**config.mk**
```make
export PLATFORM = sky130hd
export DESIGN_NAME = out_shift_ctrl
export DESIGN_NICKNAME = d
export VERILOG_FILES = /design/src/rtl/out_shift_ctrl_pkg.sv /design/src/rtl/out_shift_ctrl_valid_delay_line.sv /design/src/rtl/out_shift_ctrl.sv
export SDC_FILE = /design/constraint.sdc
export NUM_CORES = 1
export LEC_CHECK = 0
export ABC_AREA = 1
export BUFFER_PORTS_ARGS = -buffer_cell sky130_fd_sc_hd__buf_2
export CORE_MARGIN = 4
export CORE_UTILIZATION = 45
export DETAILED_ROUTE_END_ITERATION = 6
export PLACE_DENSITY = 0.69
export SYNTH_ARGS = -nofsm -noshare
export SYNTH_HDL_FRONTEND = slang
export SYNTH_SLANG_ARGS = --single-unit
```
**constraint.sdc**
```tcl
create_clock -name clk_i -period 1.9 [get_ports clk_i]
set_input_delay 0.285 -clock clk_i [delete_from_list [all_inputs] [get_ports clk_i]]
set_output_delay 0.285 -clock clk_i [all_outputs]
set_load 0.1 [all_outputs]
```
**src/rtl/out_shift_ctrl_pkg.sv**
```systemverilog
// Shared types and helpers for the output-column shift-register sequencer.
package out_shift_ctrl_pkg;

  localparam int unsigned N_DEFAULT         = 3;
  localparam int unsigned LEN_WIDTH_DEFAULT = 8;

  typedef enum logic [1:0] {
    IDLE,
    CONFIG,
    RUN,
    DONE
  } state_e;

  // Column-count fields must be able to hold the value n itself.
  function automatic int unsigned num_col_width(input int unsigned n);
    return unsigned'($clog2(n + 1));
  endfunction

  function automatic logic cfg_legal(input int unsigned cols,
                                     input int unsigned len,
                                     input int unsigned n);
    return (cols != 0) && (cols <= n) && (len != 0);
  endfunction

endpackage

```
**src/rtl/out_shift_ctrl_valid_delay_line.sv**
```systemverilog
// Valid-bit shift chain that mirrors the datapath's data shift register and tap.
module valid_delay_line #(
  parameter int unsigned N             = 3,
  parameter int unsigned NUM_COL_WIDTH = 2
) (
  input  logic                     clk_i,
  input  logic                     rst_i,
  input  logic                     clr_i,
  input  logic                     en_i,
  input  logic                     in_valid_i,
  input  logic [NUM_COL_WIDTH-1:0] cols_i,
  output logic                     tap_o
);

  logic [N-2:0] vld_q;
  logic [N-2:0] vld_d;

  always_comb begin
    vld_d    = vld_q;
    vld_d[0] = in_valid_i;
    for (int unsigned i = 1; i < N - 1; i++) begin
      vld_d[i] = vld_q[i-1];
    end
  end

  always_ff @(posedge clk_i or posedge rst_i) begin
    if (rst_i) begin
      vld_q <= '0;
    end else if (clr_i) begin
      vld_q <= '0;
    end else if (en_i) begin
      vld_q <= vld_d;
    end
  end

  // Full width bypasses the chain; otherwise stage N-cols-1 lines up with the data tap.
  always_comb begin
    tap_o = 1'b0;
    if (cols_i == NUM_COL_WIDTH'(N)) begin
      tap_o = in_valid_i;
    end else begin
      for (int unsigned i = 0; i < N - 1; i++) begin
        if (cols_i == NUM_COL_WIDTH'(N - 1 - i)) begin
          tap_o = vld_q[i];
        end
      end
    end
  end

endmodule

```
**src/rtl/out_shift_ctrl.sv**
```systemverilog
// Per-column sequencer: configures the output shift register, tracks valid
// samples through a matching delay line and counts a run of samples.
module out_shift_ctrl
  import out_shift_ctrl_pkg::*;
#(
  parameter int unsigned N             = N_DEFAULT,
  parameter int unsigned NUM_COL_WIDTH = num_col_width(N),
  parameter int unsigned LEN_WIDTH     = LEN_WIDTH_DEFAULT
) (
  input  logic                     clk_i,
  input  logic                     rst_i,
  input  logic                     start_i,
  input  logic [NUM_COL_WIDTH-1:0] cfg_num_cols_i,
  input  logic [LEN_WIDTH-1:0]     cfg_len_i,
  input  logic                     in_valid_i,
  output logic [NUM_COL_WIDTH-1:0] number_of_columns_o,
  output logic                     number_of_columns_ld_o,
  output logic                     number_of_columns_rst_o,
  output logic                     out_reg_shift_rst_o,
  output logic                     out_valid_o,
  output logic                     out_last_o,
  output logic [LEN_WIDTH-1:0]     sample_cnt_o,
  output logic                     busy_o,
  output logic                     done_o,
  output logic                     cfg_err_o,
  output logic                     overrun_o
);

  state_e                   state_q;
  logic                     busy_q;
  logic                     done_q;
  logic                     ld_q;
  logic                     sr_rst_q;
  logic                     cfg_err_q;
  logic                     overrun_q;
  logic [NUM_COL_WIDTH-1:0] num_cols_q;
  logic [NUM_COL_WIDTH-1:0] cols_q;
  logic [LEN_WIDTH-1:0]     len_q;
  logic [LEN_WIDTH-1:0]     sample_cnt_q;
  logic [LEN_WIDTH-1:0]     sample_cnt_d;
  logic [LEN_WIDTH-1:0]     in_cnt_q;
  logic [LEN_WIDTH-1:0]     in_cnt_d;

  logic cfg_ok;
  logic in_run;
  logic acc_valid;
  logic tap;
  logic out_valid;
  logic out_last;
  logic over_in;

  assign cfg_ok = cfg_legal(32'(cfg_num_cols_i), 32'(cfg_len_i), N);
  assign in_run = (state_q == RUN);

  // Inputs beyond len are dropped before the delay line, so they can never surface.
  assign acc_valid = in_run && in_valid_i && (in_cnt_q < len_q);
  assign over_in   = in_run && in_valid_i && (in_cnt_q == len_q);

  valid_delay_line #(
    .N             (N),
    .NUM_COL_WIDTH (NUM_COL_WIDTH)
  ) u_vld_line (
    .clk_i      (clk_i),
    .rst_i      (rst_i),
    .clr_i      (state_q == CONFIG),
    .en_i       (in_run),
    .in_valid_i (acc_valid),
    .cols_i     (cols_q),
    .tap_o      (tap)
  );

  assign out_valid = in_run && tap && (sample_cnt_q < len_q);
  assign out_last  = out_valid && (sample_cnt_q == (len_q - LEN_WIDTH'(1)));

  assign sample_cnt_d = out_valid ? (sample_cnt_q + LEN_WIDTH'(1)) : sample_cnt_q;
  assign in_cnt_d     = acc_valid ? (in_cnt_q + LEN_WIDTH'(1)) : in_cnt_q;

  always_ff @(posedge clk_i or posedge rst_i) begin
    if (rst_i) begin
      state_q      <= IDLE;
      busy_q       <= 1'b0;
      done_q       <= 1'b0;
      ld_q         <= 1'b0;
      sr_rst_q     <= 1'b0;
      cfg_err_q    <= 1'b0;
      overrun_q    <= 1'b0;
      num_cols_q   <= '0;
      cols_q       <= '0;
      len_q        <= '0;
      sample_cnt_q <= '0;
      in_cnt_q     <= '0;
    end else begin
      ld_q     <= 1'b0;
      sr_rst_q <= 1'b0;
      done_q   <= 1'b0;
      case (state_q)
        IDLE: begin
          if (start_i) begin
            if (cfg_ok) begin
              cols_q     <= cfg_num_cols_i;
              len_q      <= cfg_len_i;
              num_cols_q <= cfg_num_cols_i;
              cfg_err_q  <= 1'b0;
              overrun_q  <= 1'b0;
              ld_q       <= 1'b1;
              sr_rst_q   <= 1'b1;
              busy_q     <= 1'b1;
              state_q    <= CONFIG;
            end else begin
              cfg_err_q <= 1'b1;
            end
          end
        end
        CONFIG: begin
          sample_cnt_q <= '0;
          in_cnt_q     <= '0;
          state_q      <= RUN;
        end
        RUN: begin
          sample_cnt_q <= sample_cnt_d;
          in_cnt_q     <= in_cnt_d;
          if (over_in) begin
            overrun_q <= 1'b1;
          end
          if (out_last) begin
            done_q  <= 1'b1;
            state_q <= DONE;
          end
        end
        DONE: begin
          busy_q  <= 1'b0;
          state_q <= IDLE;
        end
        default: begin
          busy_q  <= 1'b0;
          state_q <= IDLE;
        end
      endcase
    end
  end

  assign number_of_columns_o     = num_cols_q;
  assign number_of_columns_ld_o  = ld_q;
  assign number_of_columns_rst_o = rst_i;
  assign out_reg_shift_rst_o     = sr_rst_q;
  assign out_valid_o             = out_valid;
  assign out_last_o              = out_last;
  assign sample_cnt_o            = sample_cnt_q;
  assign busy_o                  = busy_q;
  assign done_o                  = done_q;
  assign cfg_err_o               = cfg_err_q;
  assign overrun_o               = overrun_q;

endmodule

```
==> impl_metrics.env <==
export IMPL_drv_cap=0
export IMPL_critical_path_max_fanout=4
export IMPL_synth_area_leaders="dfrtp_1 (36%), nand2_1 (14%), ha_1 (12%)"
export IMPL_cts_buffers=5
export IMPL_drt_iter0_drc=85
export IMPL_initial_core_util=0.471
export IMPL_syn_area_um2=2440
export IMPL_grt_ovfl_total=0
export IMPL_cp_data_arrival_time_ps=2010
export IMPL_ant_nets=0
export IMPL_synth_seq_area_share=0.359
export IMPL_hold_buffers=0
export IMPL_slew_headroom=0.643
export IMPL_rows=26
export IMPL_cellPowerDensity_nw_per_um2=1470
export IMPL_place_gp_congestion=0.921
export IMPL_hold_path_class="input port to asynchronous set/reset pin"
export IMPL_area_delta_synth_final_pct=46.8
export IMPL_crit_type="flip-flop to primary output"
export IMPL_fin_crit_ps=2290
export IMPL_worstMarginPinSlew_ps=531
export IMPL_layout_common_cells="nand2_1 (73), buf_4 (49), inv_1 (35), buf_2 (30), dfrtp_1 (25)"
export IMPL_hold_violations=0
export IMPL_wl_per_cell_um=13.7
export IMPL_drv_slew=0
export IMPL_endpoint_kind="primary output"
export IMPL_rsz0062_at_grt="true"
export IMPL_fin_ws_ps=-391
export IMPL_syn_inst=323
export IMPL_track_usage=0.215
export IMPL_slowest_delay_ps=400
export IMPL_total_leakage_power_nw=1.80
export IMPL_htreeDepth=2
export IMPL_cts_tree="done"
export IMPL_whs_ps=142
export IMPL_vias=2417
export IMPL_crit_top_cell="nand2_2"
export IMPL_drc=0
export IMPL_cts_buffer_depth=2
export IMPL_crit_start="len_q[1]"
export IMPL_die_height_um=81.6
export IMPL_ys_seq_elements=35
export IMPL_insertion_delay_ps=290
export IMPL_grt_pass1_wl_um=10900
export IMPL_post_route_period_util=1.21
export IMPL_synth_top_cell_by_area="dfrtp_1"
export IMPL_die_area_um2=6660
export IMPL_ys_types=35
export IMPL_crit_path_start_kind="flip-flop"
export IMPL_final_common_cell="nand2_1"
export IMPL_root_buffer="clkbuf_8"
export IMPL_routed_via_density=4.97
export IMPL_syn_area_per_cell_um2=7.55
export IMPL_nets=452
export IMPL_max_freq_ghz=0.437
export IMPL_die_w_um=81.6
export IMPL_synth_top_cell_area_share=0.359
export IMPL_yosysWarnings=0
export IMPL_r2r_end="state_q[0]"
export IMPL_violations="negative setup slack"
export IMPL_required_ps=1620
export IMPL_dr_pass1_iters=4
export IMPL_io_pins=33
export IMPL_hpwl_um=4910
export IMPL_outcome="finished with violations"
export IMPL_port_buffer_count=32
export IMPL_r2r_setup_slack_ps=-150
export IMPL_drive_gt1_frac=0.440
export IMPL_power_mw=5.27
export IMPL_path_cells="inv_4 > ha_4 > inv_2 > o21bai_1 > nand2_1 > nand2_2 > nand2_2 > a21oi_4 > nor2_8 > nand2_4 > clkinvlp_4 > buf_12"
export IMPL_core_um2=5170
export IMPL_cts_clk_slew_worst_paths_ps=70
export IMPL_cp_slowest_cell="dfrtp_1"
export IMPL_synth_nets=360
export IMPL_skew_ps=6.26
export IMPL_cts_sinks=35
export IMPL_routed_wl_um=6650
export IMPL_antenna_found_initial=0
export IMPL_setup_viol=12
export IMPL_grt_pass1_vias=2442
export IMPL_grt_max_degree=36
export IMPL_n_antenna_cell=0
export IMPL_ff2ff_path_depth=18
export IMPL_worst_ir_drop_vdd_mv=1.23
export IMPL_reg2reg_from="len_q[3]"
[cell families (layout without fill, tap and decap cells)]
kind of cell,count (synthesis),after routing,share of synthesized area
AOI/OAI and AO/OA,42,42,0.0924
xor gates and xnor gates,10,10,0.0359
adders and majority gates,23,23,0.118
buffers and inverters,56,148,0.0934
DFF,35,35,0.359
muxes,1,1,0.00462
and+or+nand+nor,156,157,0.297
[sequential cells by signal (all words and copies together), names as in the netlist]
signal and count:
out_reg_shift_rst_o 1, cfg_err_o 1, cols_q 2, state_q 2, in_cnt_q 8, u_vld_line.vld_q 2
sample_cnt_o 8, done_o 1, overrun_o 1, len_q 8, busy_o 1
[cells in the mapped netlist (all sizes together)]
master and instances:
o22ai 3, inv 50, mux2 1, buf 3, nand3 13, xor2 8
nor2 31, nor3 4, a211o 1, or2 2, a21oi 12, clkbuf 2
o21ai 24, nand2 96, o21bai 1, nor4 3, dfrtp 35, nor3b 1
a31oi 1, ha 23, nand4 6, clkinv 1, xnor2 2
[per-layer routing]
metal	vias to the layer above	global-route usage	routed length, um	part of all wire
met5	-	0	0	0
met4	0	0.0681	103	0.015
met3	11	0.0395	197	0.030
met2	42	0.398	3610	0.54
met1	1145	0.248	2740	0.41
li1	1219	-	-	-
[worst max path at each step]
stage	endpoint	slack, ps
floorplan	out_last_o	-600
global placement	out_last_o	-210
detailed placement	state_q[0]	-230
CTS	out_last_o	-370
global route	out_last_o	-510
finish	out_last_o	-390
[metrics by stage]
step | TNS (ps) | cell area, um2 | utilization | setup slack (ps) | std cells
after floorplan | -3530 | 2490 | - | -598 | 323
after global routing | -3520 | 3580 | 0.692 | -509 | 486
after detailed placement | -1400 | 3140 | 0.607 | -231 | 472
after global placement | -1090 | 3140 | 0.607 | -208 | 472
after CTS | -767 | 3350 | 0.648 | -374 | 482
final | -1760 | 3580 | 0.692 | -391 | 486
[final cells by class]
cell class	count	area (um2)
clock inverter	1	5.00
sequential	35	896
multi-input combinational	233	1640
fill	412	1590
timing repair buffer	89	661
clock buffer	7	76.3
inverter	51	210
tap	70	87.6
[repair_timing]
action,4_1_cts,5_1_grt
endpoints found under the setup margin,16,17
hold endpoints to repair,0,0
pin swaps,5,25
gates cloned,0,1
buffers inserted,2,3
resized for setup,26,51
[power breakdown]
group	internal, mW	leakage, nW	switching [mW]
clock	0.257	0.0422	0.275
sequential	0.956	0.444	0.149
combinational	1.41	1.31	2.23
[critical path, delay by kind of cell, from the launching register on]
family | cells | cell delay, ps
compound gates | 2 | 300
fa+ha+maj | 1 | 270
buf+inv | 4 | 370
flops | 1 | 400
simple gates | 5 | 370
Power figures use the tool's default switching activity.
